**config.mk**
```make
export PLATFORM = sky130hd
export DESIGN_NAME = guid_filter_seq
export DESIGN_NICKNAME = d
export VERILOG_FILES = /design/src/rtl/guid_filter_seq.sv
export SDC_FILE = /design/constraint.sdc
export NUM_CORES = 2
export LEC_CHECK = 0
export CORE_UTILIZATION = 51
export CTS_CLUSTER_DIAMETER = 60
export DETAILED_ROUTE_END_ITERATION = 10
export PLACE_DENSITY = 0.68
export SLEW_MARGIN = 20
export SYNTH_ARGS = -nofsm -noshare
export SYNTH_HDL_FRONTEND = slang
export SYNTH_SLANG_ARGS = --single-unit
```
**constraint.sdc**
```tcl
create_clock -name i_clk -period 114.2 [get_ports i_clk]
set_clock_uncertainty 0.2 [all_clocks]
set_input_delay 17.13 -clock i_clk [delete_from_list [all_inputs] [get_ports i_clk]]
set_output_delay 17.13 -clock i_clk [all_outputs]
set_load 0.01 [all_outputs]
```
**src/rtl/guid_filter_seq.sv**
```systemverilog
// Frame sequencer for the guided-filter datapath: pixel coordinates, frame-latched settings, aligned output timing.
// Define GUID_SEQ_STAT_EN to add the o_frm_cnt / o_err_cnt statistics outputs.
module guid_filter_seq #(
  parameter int IMG_W    = 640,
  parameter int IMG_H    = 512,
  parameter int CNT_W    = 11,
  parameter int DAT_W    = 14,
  parameter int PIPE_DLY = 652,
  parameter int EPS_W    = 28,
  parameter int EPS_DEF  = 15
) (
  input  logic             i_clk,
  input  logic             i_rst,
  input  logic             i_vld,
  input  logic             i_fs,
  input  logic [DAT_W-1:0] i_dat,
  input  logic             i_en_req,
  input  logic [EPS_W-1:0] i_eps,
  input  logic             i_eps_wr,
  output logic             o_pix_vld,
  output logic [DAT_W-1:0] o_pix_dat,
  output logic [CNT_W-1:0] o_cnt_x,
  output logic [CNT_W-1:0] o_cnt_y,
  output logic             o_ctrl,
  output logic [EPS_W-1:0] o_eps,
  output logic             o_out_vld,
  output logic [CNT_W-1:0] o_out_x,
  output logic [CNT_W-1:0] o_out_y,
  output logic             o_ctrl_out,
  output logic             o_fe,
  output logic             o_busy,
  output logic             o_err
`ifdef GUID_SEQ_STAT_EN
  ,
  output logic [15:0]      o_frm_cnt,
  output logic [15:0]      o_err_cnt
`endif
);

  localparam logic [CNT_W-1:0] X_LAST  = CNT_W'(IMG_W - 1);
  localparam logic [CNT_W-1:0] Y_LAST  = CNT_W'(IMG_H - 1);
  localparam logic [EPS_W-1:0] EPS_RST = EPS_W'(EPS_DEF);

  typedef enum logic [1:0] {ST_IDLE, ST_RUN, ST_DRAIN} state_e;

  // One delay-line slot: pixel valid, frame ctrl, and frame-first marker.
  typedef struct packed {
    logic vld;
    logic ctrl;
    logic first;
  } dl_t;

  // Raster step shared by the input and output coordinate counters.
  function automatic logic [2*CNT_W-1:0] step_xy(input logic [CNT_W-1:0] x,
                                                 input logic [CNT_W-1:0] y);
    logic [CNT_W-1:0] nx;
    logic [CNT_W-1:0] ny;
    nx = x + CNT_W'(1);
    ny = y;
    if (x == X_LAST) begin
      nx = '0;
      ny = (y == Y_LAST) ? '0 : y + CNT_W'(1);
    end
    return {ny, nx};
  endfunction

  state_e           state_q, state_d;
  logic             accept, first, err;
  logic [CNT_W-1:0] acc_x, acc_y;
  logic             acc_last;

  logic             pix_vld_q;
  logic [DAT_W-1:0] pix_dat_q;
  logic [CNT_W-1:0] cnt_x_q, cnt_y_q;
  logic             ctrl_q, ctrl_d;
  logic [EPS_W-1:0] eps_q, eps_d;
  logic [EPS_W-1:0] pend_q, pend_d;
  logic             err_q;
  logic             busy_q, busy_d;

  dl_t              dl_q [PIPE_DLY];
  dl_t              tap;
  logic             out_vld_q;
  logic             ctrl_out_q;
  logic [CNT_W-1:0] out_x_q, out_y_q, out_x_d, out_y_d;
  logic             fe_q, fe_d;

  // ---------------------------------------------------------------------------
  // Input FSM: state register / next-state / acceptance decode
  // ---------------------------------------------------------------------------
  // NOTE: sequential state uses non-blocking assignments so every register samples pre-edge values.
  always_ff @(posedge i_clk or posedge i_rst) begin
    if (i_rst) state_q <= ST_IDLE;
    else       state_q <= state_d;
  end

  always_comb begin
    state_d = state_q;
    unique case (state_q)
      ST_IDLE:  if (accept) state_d = acc_last ? ST_DRAIN : ST_RUN;
      ST_RUN:   if (acc_last) state_d = ST_DRAIN;
      ST_DRAIN: begin
        if (accept)    state_d = acc_last ? ST_DRAIN : ST_RUN;
        else if (fe_d) state_d = ST_IDLE;
      end
      default:  state_d = ST_IDLE;
    endcase
  end

  // NOTE: every combinational output gets a default first so no latch is inferred.
  always_comb begin
    accept = 1'b0;
    first  = 1'b0;
    err    = 1'b0;
    unique case (state_q)
      ST_IDLE, ST_DRAIN: begin
        if (i_vld) begin
          accept = i_fs;
          first  = i_fs;
          err    = !i_fs;
        end
      end
      ST_RUN: begin
        // A frame start inside a running frame restarts it and flags the short frame.
        accept = i_vld;
        first  = i_vld && i_fs;
        err    = i_vld && i_fs;
      end
      default: ;
    endcase
  end

  // ---------------------------------------------------------------------------
  // Input side datapath
  // ---------------------------------------------------------------------------
  assign {acc_y, acc_x} = first ? '0 : step_xy(cnt_x_q, cnt_y_q);
  assign acc_last       = accept && (acc_x == X_LAST) && (acc_y == Y_LAST);

  always_comb begin
    ctrl_d = ctrl_q;
    eps_d  = eps_q;
    pend_d = i_eps_wr ? i_eps : pend_q;
    busy_d = busy_q;
    if (first) begin
      ctrl_d = i_en_req;
      eps_d  = pend_d;
      busy_d = 1'b1;
    end else if (fe_q) begin
      busy_d = 1'b0;
    end
  end

  always_ff @(posedge i_clk or posedge i_rst) begin
    if (i_rst) begin
      pix_vld_q <= 1'b0;
      pix_dat_q <= '0;
      cnt_x_q   <= '0;
      cnt_y_q   <= '0;
      ctrl_q    <= 1'b0;
      eps_q     <= EPS_RST;
      pend_q    <= EPS_RST;
      err_q     <= 1'b0;
      busy_q    <= 1'b0;
    end else begin
      pix_vld_q <= accept;
      if (accept) begin
        pix_dat_q <= i_dat;
        cnt_x_q   <= acc_x;
        cnt_y_q   <= acc_y;
      end
      ctrl_q    <= ctrl_d;
      eps_q     <= eps_d;
      pend_q    <= pend_d;
      err_q     <= err;
      busy_q    <= busy_d;
    end
  end

  // ---------------------------------------------------------------------------
  // Latency delay line: slot i holds the input-side register contents delayed i clocks
  // ---------------------------------------------------------------------------
  // NOTE: this shift register is reset so a mid-frame reset discards everything in flight.
  always_ff @(posedge i_clk or posedge i_rst) begin
    if (i_rst) begin
      for (int i = 0; i < PIPE_DLY; i++) dl_q[i] <= '0;
    end else begin
      dl_q[0] <= '{vld: accept, ctrl: ctrl_d, first: first};
      for (int i = 1; i < PIPE_DLY; i++) dl_q[i] <= dl_q[i-1];
    end
  end

  // The last slot feeds the output registers, adding the final clock of latency.
  assign tap = dl_q[PIPE_DLY-1];

  always_comb begin
    {out_y_d, out_x_d} = {out_y_q, out_x_q};
    if (tap.vld) {out_y_d, out_x_d} = tap.first ? '0 : step_xy(out_x_q, out_y_q);
    fe_d = tap.vld && (out_x_d == X_LAST) && (out_y_d == Y_LAST);
  end

  always_ff @(posedge i_clk or posedge i_rst) begin
    if (i_rst) begin
      out_vld_q  <= 1'b0;
      ctrl_out_q <= 1'b0;
      out_x_q    <= '0;
      out_y_q    <= '0;
      fe_q       <= 1'b0;
    end else begin
      out_vld_q  <= tap.vld;
      ctrl_out_q <= tap.ctrl;
      out_x_q    <= out_x_d;
      out_y_q    <= out_y_d;
      fe_q       <= fe_d;
    end
  end

`ifdef GUID_SEQ_STAT_EN
  logic [15:0] frm_cnt_q, err_cnt_q;

  always_ff @(posedge i_clk or posedge i_rst) begin
    if (i_rst) begin
      frm_cnt_q <= '0;
      err_cnt_q <= '0;
    end else begin
      if (fe_d) frm_cnt_q <= frm_cnt_q + 16'd1;
      if (err && (err_cnt_q != 16'hFFFF)) err_cnt_q <= err_cnt_q + 16'd1;
    end
  end

  assign o_frm_cnt = frm_cnt_q;
  assign o_err_cnt = err_cnt_q;
`endif

  assign o_pix_vld  = pix_vld_q;
  assign o_pix_dat  = pix_dat_q;
  assign o_cnt_x    = cnt_x_q;
  assign o_cnt_y    = cnt_y_q;
  assign o_ctrl     = ctrl_q;
  assign o_eps      = eps_q;
  assign o_out_vld  = out_vld_q;
  assign o_out_x    = out_x_q;
  assign o_out_y    = out_y_q;
  assign o_ctrl_out = ctrl_out_q;
  assign o_fe       = fe_q;
  assign o_busy     = busy_q;
  assign o_err      = err_q;

endmodule
```
Word level (Yosys, flattened, before mapping):

Cells that the tools add are included.

* $add $sub $neg: 4
* equal/unequal tests: 13
* muxes and demuxes: 24
* reduce and logical (&&, ||, !) cells: 10

Operator list (count)
* 11-bit 2-to-1 mux: 8
* 11-bit by 1-bit adder with 11-bit output, second input constant: 4
* 11-bit by 10-bit == test with 1-bit output, second input constant: 4
* 11-bit by 9-bit == test with 1-bit output, second input constant: 4
* 22-bit 2-to-1 mux: 2
* 28-bit 2-to-1 mux: 1
* 2-bit 2-to-1 mux: 5
* 1-bit one-hot mux with 2 select lines: 3
* 2-bit one-hot mux with 3 select lines: 1
* 1-bit logical AND: 5
* 1-bit 2-to-1 mux: 4
* 2-bit != test, second input constant: 2
* 3-bit != test, second input constant: 1
* 3-bit AND reduction: 1
* 2-bit by 1-bit == test with 1-bit output, second input constant: 1
* 2-bit == test, second input constant: 1
* 2-bit logical NOT: 1
* 2-bit nonzero test: 1
* 2-bit OR reduction: 1
* 1-bit logical NOT: 1

* register bits after elaboration: 2077
* logic and storage cells: 2020

Depth between registers and ports, before layout:

* depth in word-level cells: 11
* mapped depth: 9
* gate-level depth less buffers: 8

Worst setup path before layout:

Ideal clock, no wire load.

* path kind: in2reg
* from: in i_vld
* to: reg eps_q[10], in the netlist o_eps[10]
* data arrival time: 18.454 ns
* slack: 95.422 ns
* cell stages on the path: 5
* path through: nand3_1 > inv_1 > clkbuf_1 > clkbuf_1 > mux2_2

* cells in the longest elaborated chain, start to end: 2
* elaborated cells on any way between the ends: 3
* classes of those cells: 2 x mux; 1 x reduce/logical

Ends and longest elaborated chain
* start: declaration: line 14 `input logic i_vld,`
* 1-bit 2-to-1 mux / 1-bit logical AND (equally long branches): line 117, 126
* 1-bit one-hot mux with 2 select lines (*): line 115 `unique case (state_q)`
* end signal: assignment: line 172 `eps_q <= eps_d;`
* end: declaration: line 76 `logic [EPS_W-1:0] eps_q, eps_d;`

Every way passes the cells marked *; elsewhere a longest branch is shown, timed or not.
A chain may end at the register's enable or synchronous reset.

==> flow_summary.json <==
{
  "fin_tns_setup_ns": 0,
  "grt_pass1_vias": 24690,
  "p_per_area_nw_per_um2": 22.11,
  "cts_sinks": 2077,
  "area_growth_pct": 17.71,
  "drt-total-wl_um": 94570,
  "startpoint_type": "input port",
  "n_antenna_cell": 0,
  "dr.pass1.iters": 5,
  "reg2reg_from": "dl_q[2]",
  "fp-row-count": 119,
  "internal_power_uw": 1124,
  "worst_pin_slew_ns": 0.9248,
  "synthMuxAreaShare_pct": 1.281,
  "coreArea_sq_um": 105900,
  "required_ns": 114.82,
  "p_clk_share_pct": 45.2,
  "synth-simple-area-share_pct": 1.985,
  "synth_cell_type_count": 63,
  "ctsHoldBuffers": 0,
  "power.switching_uw": 301.7,
  "switching_share_pct": 21.17,
  "die-area_sq_um": 108700,
  "synth_edf_count": 0,
  "synthAdderAreaFrac_pct": 0.09136,
  "rsz0062_at_grt": "false",
  "synth_top_family_by_area": "simple AND/OR/NAND/NOR gates",
  "avgRoutedWirePerCell_um": 21.65,
  "place_hpwl_um": 37920,
  "crit_path_end_kind": "asynchronous set/reset pin",
  "period_minus_slack_ns": 22.01,
  "drive_gt1_share_pct": 13.64,
  "io_pins": 141,
  "cts-root-buf": "clkbuf_16",
  "synth-compound-area-share_pct": 1.297,
  "drv_slew": 0,
  "ys_seq_elements": 2077,
  "start_util_pct": 51.75,
  "final_cell_mix": "2069 x dfrtp_1, 189 x clkbuf_16, 140 x clkdlybuf4s50_1",
  "cts_max_level": 4,
  "die_h_um": 329.7,
  "fin_crit_sh_pct": 19.28,
  "gp_congestion": 0.7824,
  "r2r_cells": 7,
  "ys_warn_count": 0,
  "clk_latency_ns": 0.78,
  "grt_max_degree": 216,
  "maxCapViolations": 0,
  "ys_seq_area_share_pct": 94.90,
  "path_clk_slew_ns": 0.08,
  "grt_pass1_wl_um": 152100,
  "vias": 21010,
  "crit_start": "i_rst",
  "worstPathArrival_ns": 22.64,
  "max_clock_freq_mhz": 45.42,
  "min_path_type": "reg -> reg",
  "tritoncts": "yes",
  "finish.instance_area_sq_um": 64480,
  "track_usage_pct": 18.58,
  "critPathKind": "in -> async",
  "seqPwrFrac_pct": 52.6,
  "setup_violations": 0,
  "postCtsSetupBuffers": 0,
  "ys.flop_type": "dfrtp_1",
  "cts_buffer_depth": 3,
  "slew_headroom_pct": 38.35,
  "hold_viol": 0,
  "slowest_stage": "buf_4",
  "multiInputGateArea_sq_um": 2629,
  "drt_iter0_markers": 1604,
  "place_area_sq_um": 58010,
  "synthXorXnorAreaFrac_pct": 0.1439,
  "nFillCells": 6725,
  "routed_via_density": 4.810,
  "worstReg2RegEnd": "state_q[1]",
  "leakage_uw": 0.03339,
  "final_common_cell": "dfrtp_1",
  "nets": 2877,
  "combPwrFrac_pct": 2.2,
  "antenna_left": 0,
  "reg2reg_slack_ns": 110.64,
  "crit_path_frequent_cell": "buf_6",
  "grt_antenna_before_repair": 1,
  "io_buffer_count": 140,
  "status": "finished clean",
  "synthCells": 2500,
  "regArea_sq_um": 51980,
  "postCtsResizedCells": 0,
  "overflow": 0,
  "synth_fp_nets": 2552,
  "max_stage_delay_ns": 0.74,
  "drcViolationCount": 0,
  "synthArstFlopShare_pct": 100.0,
  "numCtsBuffers": 187,
  "crit_path_max_fanout": 168,
  "synth_area_sq_um": 54780,
  "avgSynthCellArea_sq_um": 21.91,
  "crit_chain": "clkdlybuf4s50_1 -> clkinv_8 -> buf_4 -> buf_6 -> buf_6 -> buf_6 -> buf_6 -> buf_6",
  "die_w_um": 329.7,
  "ir_drop_mv": 0.01340,
  "critPathCapture": "dl_q[433]"
}
-- worst max-delay path: cells and delay by family --
kind | cells | cell delay [ns]
buffers and inverters | 8 | 5.20
-- cell families (layout without fill, tap and decap cells) --
group | count (synthesis) | in the layout
DFF | 2077 | 2077
and+or+nand+nor | 199 | 199
AOI/OAI and AO/OA | 107 | 107
muxes | 63 | 63
buffers and inverters | 41 | 518
xor gates and xnor gates | 9 | 9
adders and majority gates | 4 | 4
-- Yosys cell counts (5+ instances only) --
cell	n	area share, %
nand4_1	16	0.18
a31oi_1	5	0.057
o2bb2ai_1	5	0.080
xor2_1	5	0.080
o41ai_1	5	0.080
nor2_1	26	0.18
nand3_1	19	0.17
inv_1	10	0.069
o21ai_1	17	0.16
nand2_1	80	0.55
a21oi_1	12	0.11
mux2_2	57	1.2
nor2b_1	5	0.057
buf_2	9	0.082
dfrtp_1	2069	95
o31ai_1	8	0.11
nor3_1	11	0.10
dfstp_2	8	0.38
mux2i_1	6	0.11
o21ai_0	26	0.24
and3_1	9	0.10
clkbuf_1	19	0.13
-- power by group through the flow --
| stage | combinational [uW] | sequential (uW) | clock (uW) |
|---|---|---|---|
| global route | 36.3 | 750 | 692 |
| CTS | 32.5 | 749 | 664 |
| detailed placement | 31.9 | 762 | 0 |
| floorplan | 16.9 | 766 | 0 |
| global placement | 30.4 | 762 | 0 |
| finish | 31.9 | 749 | 644 |
-- worst min path at each step --
| stage | startpoint | end | slack (ns) | cells past startpoint |
|---|---|---|---|---|
| global route | dl_q[1872] | dl_q[1869] | 0.14 | 0 |
| floorplan | dl_q[3] | dl_q[0] | 0.13 | 0 |
| finish | dl_q[1872] | dl_q[1869] | 0.13 | 0 |
| detailed placement | dl_q[111] | dl_q[108] | 0.13 | 0 |
| CTS | dl_q[1455] | dl_q[1452] | 0.14 | 0 |
| global placement | dl_q[330] | dl_q[327] | 0.13 | 0 |
-- sequential cells by signal (all words and copies together), names as in the netlist, 2 cells and up --
name	flops
o_cnt_x	11
o_out_y	11
dl_q	1956
o_cnt_y	11
o_out_x	11
o_eps	28
pend_q	28
state_q	2
o_pix_dat	14
-- area by class of cell --
type | count | area share, %
clock buffers | 273 | 8.507
clock inverters | 68 | 1.354
inverters | 11 | 0.08344
multi-input cells | 382 | 4.077
flip-flops and latches | 2077 | 80.62
well taps | 1391 | 2.699
repair buffers | 166 | 2.658
-- routing by layer --
metal  vias to the layer above  global-route usage [%]  wire length (um)
met5                         -                       0                16
li1                       8701                       -                 -
met4                         2                   5.284              1833
met3                       159                   3.627              4119
met1                     11610                   26.31             40690
met2                       536                   29.97             47910
-- stage by stage --
stage | std cells | util (%) | hold WS, ns | power, uW | setup WS [ns]
detailed placement | 4025 | 54.80 | 0.1347 | 794.3 | 89.71
CTS | 4366 | 60.80 | 0.1367 | 1446 | 90.33
finish | 4368 | 60.91 | 0.1317 | 1425 | 92.19
global route | 4368 | 60.91 | 0.1419 | 1478 | 91.27
floorplan | 2500 | - | 0.1312 | 782.9 | 38.21
global placement | 4025 | 54.80 | 0.1321 | 792.6 | 90.22
No activity file was read; power rests on OpenSTA's default activity.
==> edit 1: new RTL, same flow settings <==
Set the parameter `EPS_W` to 56 (it was 28).
--- a/src/rtl/guid_filter_seq.sv
+++ b/src/rtl/guid_filter_seq.sv
@@ -8,3 +8,3 @@
   parameter int PIPE_DLY = 652,
-  parameter int EPS_W    = 28,
+  parameter int EPS_W    = 56,
   parameter int EPS_DEF  = 15
Ports: changed (resized i_eps and o_eps); port bits go from 141 to 197. No check against the original RTL was run, so the function may have changed too.
==> edit 1 against the original RTL <==
  * Power is 3.8% higher
  * Synthesized cell count is 9.0% higher
  * Routed wire length is 12% higher
  * Count of clock-buffer cells in the layout is 7 higher
  * Setup slack better by 1.3 ns
  * Final cell count is 8.7% higher
  * Clock power is 3% higher
  * Sequential cell count is 56 higher
  * Sequential share of layout area is 1.2 points lower
  * Critical endpoint is now dl_q[124]
  * Combinational power is 32% higher
  * Global-route usage is 1.3 points higher
  * Sequential power is 3.3% higher
  * Final area is 4.3% higher
  * Highest routed layer is now met4
  * Synthesized area is 3.6% higher
==> edit 1: results <==
set metrics [dict create \
    status "finished clean" \
    holdCritStartpoint "dl_q[1051]" \
    synth_cell_types 65 \
    largest_register_ffs 1956 \
    drt_wl_total_mm 106 \
    cp.arrival_ns 21.48 \
    grt_overflow 0 \
    fin_crit_sh_pct 18.2 \
    grt_pass1_vias 26400 \
    rr_worst_depth 7 \
    slew_headroom_pct 35.6 \
    cts_made_buffers 192 \
    use_met2_pct 30.5 \
    synth_common_cells "2125 x dfrtp_1, 251 x nand2_1, 57 x mux2_2" \
    grt_use_met1_pct 28.5 \
    dp_slack_ns 91.63 \
    port_buffers 196 \
    antenna_found_initial 11 \
    dr.pass1.iters 6 \
    use_met3_pct 5.08 \
    clk_latency_ns 0.78 \
    drt-initial-drc-count 1808 \
    routed_via_density 4.76 \
    grt_util_all_layers_pct 19.8 \
    layout.nets 3188 \
    cp_slowest_cell "buf_4" \
    syn-num-nets 2805 \
    r2r_slack_ns 110.47 \
    htree_levels 4 \
    drive_gt1_share_pct 13.0 \
    fp.coreArea_um2 111000 \
    grt_max_degree 217 \
    hpwl_mm 45.6 \
    grt_pass1_wl_mm 166 \
    leakage_nw 34.9 \
    hold_path_end "dl_q[1048]" \
    endpoint "dl_q[124]" \
    critPathMaxStageDelay_ns 0.81 \
    ys_top_cells_by_area "dfrtp_1 94%, nand2_1 1.7%, mux2_2 1.1%, dfstp_2 0.37%, o21ai_0 0.29%" \
    ir_drop_mv 0.0146 \
    yosysSeqAreaShare_pct 94.1 \
    worstPathMaxFanout 144 \
    globalplace.congestion 0.813 \
]
## edit 1: changes by cell type after synthesis, sizes merged, moves of 4 or more
cell | unedited run | this run
and3 | 10 | 6
clkbuf | 19 | 28
dfrtp | 2069 | 2125
inv | 10 | 15
nand2 | 80 | 251
nor2 | 26 | 30
nor2b | 5 | 1
nor3 | 12 | 7
xnor2 | 4 | 10
## edit 1: cell type report
type                       instances  area (µm²)
fill                            7208       43300
timing repair buffer             226        2320
tap                             1488        1860
clock inverter                    68         833
clock buffer                     280        5610
sequential                      2133       53400
multi-input combinational        540        3150
inverter                          15        63.8
## edit 1: where the power goes
group,internal (mW),switching (mW),total [mW]
Combinational,0.0158,0.0263,0.0421
Sequential,0.767,0.00718,0.774
Clock,0.372,0.290,0.663
Total,1.16,0.324,1.48
## edit 1: kinds of logic (layout without fill, tap and decap cells)
kind of cell	count (synthesis)	in the layout	share of synthesized area (%)
AND/OR/NAND/NOR	363	363	2.91
multiplexers	62	62	1.22
XOR/XNOR	17	17	0.262
adder cells (fa/ha/maj)	4	4	0.0882
AO/OA/AOI/OAI	94	94	1.06
flip-flops	2133	2133	94.1
buffers and inverters	52	589	0.399
## edit 1: per-stage QoR
step           cells  power [mW]  hold slack [ns]  cell area, µm²
6_report        4750        1.48            0.123           67200
5_1_grt         4750        1.53            0.135           67200
4_1_cts         4746        1.50            0.115           67100
3_5_place_dp    4398       0.830            0.135           60600
3_3_place_gp    4398       0.827            0.132           60600
2_1_floorplan   2725       0.812            0.131           56800
## edit 1: per-layer routing
layer | up-vias | share of wire (%) | wire, µm
met5 | - | 0 | 0
met4 | 0 | 2.5 | 2610
met3 | 195 | 5.9 | 6310
met2 | 648 | 48 | 51200
met1 | 12400 | 43 | 46200
li1 | 9430 | - | -
==> edit 2: new RTL, same settings <==
Without the edit above. The 3 states of `state_e` get a one-hot encoding in 3 bits.
--- a/src/rtl/guid_filter_seq.sv
+++ b/src/rtl/guid_filter_seq.sv
@@ -43,3 +43,3 @@
 
-  typedef enum logic [1:0] {ST_IDLE, ST_RUN, ST_DRAIN} state_e;
+  typedef enum logic [2:0] {ST_IDLE = 3'b001, ST_RUN = 3'b010, ST_DRAIN = 3'b100} state_e;
 
Function: same outputs for any inputs over 4 cycles, from zero or initial values and one cycle with i_rst high; so few cycles prove little.
==> edit 2 against the original RTL <==
  * Non-clock buffer count shrank 3
  * Die area grew 0.29%
  * Clock power shrank 2%
  * Synthesized area grew 0.30%
  * Final cell count grew 1.7%
  * Sequential cell count grew 1
  * Critical path depth shrank 2
  * Synthesized cell count grew 2.7%
  * Setup slack gained 0.96 ns
  * Core utilization shrank 0.64 points
  * Power shrank 0.29%
  * Final area is essentially flat
  * Routed wire length grew 1.8%
  * Largest power group unchanged
==> edit 2: results <==
set metrics [dict create \
    status "finished clean" \
    yosys.area_share.adder_pct 0.0911 \
    synth_common_cells "2069 x dfrtp_1, 136 x nand2_1, 42 x mux2_2" \
    hpwl_mm 40.8 \
    grt_util_all_layers_pct 18.9 \
    grt_pass1_vias 24600 \
    dr_wl_met2_mm 48.1 \
    dr_wl_met3_mm 4.60 \
    ir_drop_mv 0.0127 \
    syn-num-nets 2620 \
    slew_headroom_pct 36.1 \
    cts_made_buffers 185 \
    routed_via_density 4.75 \
    grt_use_met1_pct 26.6 \
    place_area_um2 58200 \
    leakage_nw 33.5 \
    dr.max_layer_used "met4" \
    use_met2_pct 30.2 \
    met1Wirelength_mm 41.7 \
    dp_slack_ns 91.93 \
    critPathMaxStageDelay_ns 0.87 \
    clkSlewWorstSetupHoldPaths_ns 0.06 \
    antenna_found_initial 2 \
    grt_max_degree 198 \
    layout.nets 2944 \
    wl_per_cell_um 21.7 \
    cp.arrival_ns 21.64 \
    synth-xor-area-share_pct 0.319 \
    globalplace.congestion 0.827 \
    yosysSeqAreaShare_pct 94.7 \
    synthMuxAreaShare_pct 0.934 \
    clk_latency_ns 0.80 \
    drive_gt1_share_pct 12.7 \
]
==> edit 2: logic make-up (layout without fill, tap and decap cells) <==
kind of cell,Yosys count,after routing
simple gates,291,291
mux,46,46
compound gates,80,80
flops,2078,2078
xor+xnor,20,20
fa+ha+maj,4,4
buf+inv,49,520
==> edit 2: final timing paths <==
path                            startpoint         end  slack [ns]  cells past startpoint
worst max-delay path                 i_rst   dl_q[101]       93.14                      6
worst min-delay path            dl_q[1554]  dl_q[1551]        0.13                      0
worst max register to register     dl_q[2]  state_q[2]      110.22                      7
worst min register to register  dl_q[1554]  dl_q[1551]        0.13                      0
max in group i_clk                   i_vld  o_cnt_y[9]       94.48                      9
min in group asynchronous            i_rst  dl_q[1424]       16.76                      2
==> edit 2: through the flow <==
step | power, mW | utilization [%] | std cells
after global placement | 0.801 | 54.4 | 4107
final | 1.42 | 60.3 | 4442
after floorplan | 0.788 | - | 2568
after detailed placement | 0.803 | 54.4 | 4107
after global routing | 1.47 | 60.3 | 4442
after CTS | 1.44 | 60.2 | 4441
==> edit 2: worst reg2reg max path, stage by stage (launching register included) <==
cell,delay (ns)
dfrtp_1,0.91
nand2_1,0.32
or4_1,0.56
a2111oi_0,0.44
nand4b_1,0.19
or3b_4,0.42
nor4_4,0.58
o21ai_0,0.21
==> edit 2: cell type report <==
class	count	area share [%]
multi-input combinational	441	4.23
tap	1403	2.72
sequential	2078	80.7
inverter	23	0.146
timing repair buffer	163	2.58
clock buffer	267	8.32
clock inverter	67	1.27
==> edit 2: power by group <==
part / internal (mW) / switching [mW] / leakage, nW
Sequential: 0.748 / 0.00579 / 28.7
Combinational: 0.0130 / 0.0222 / 1.70
Clock: 0.356 / 0.276 / 3.03
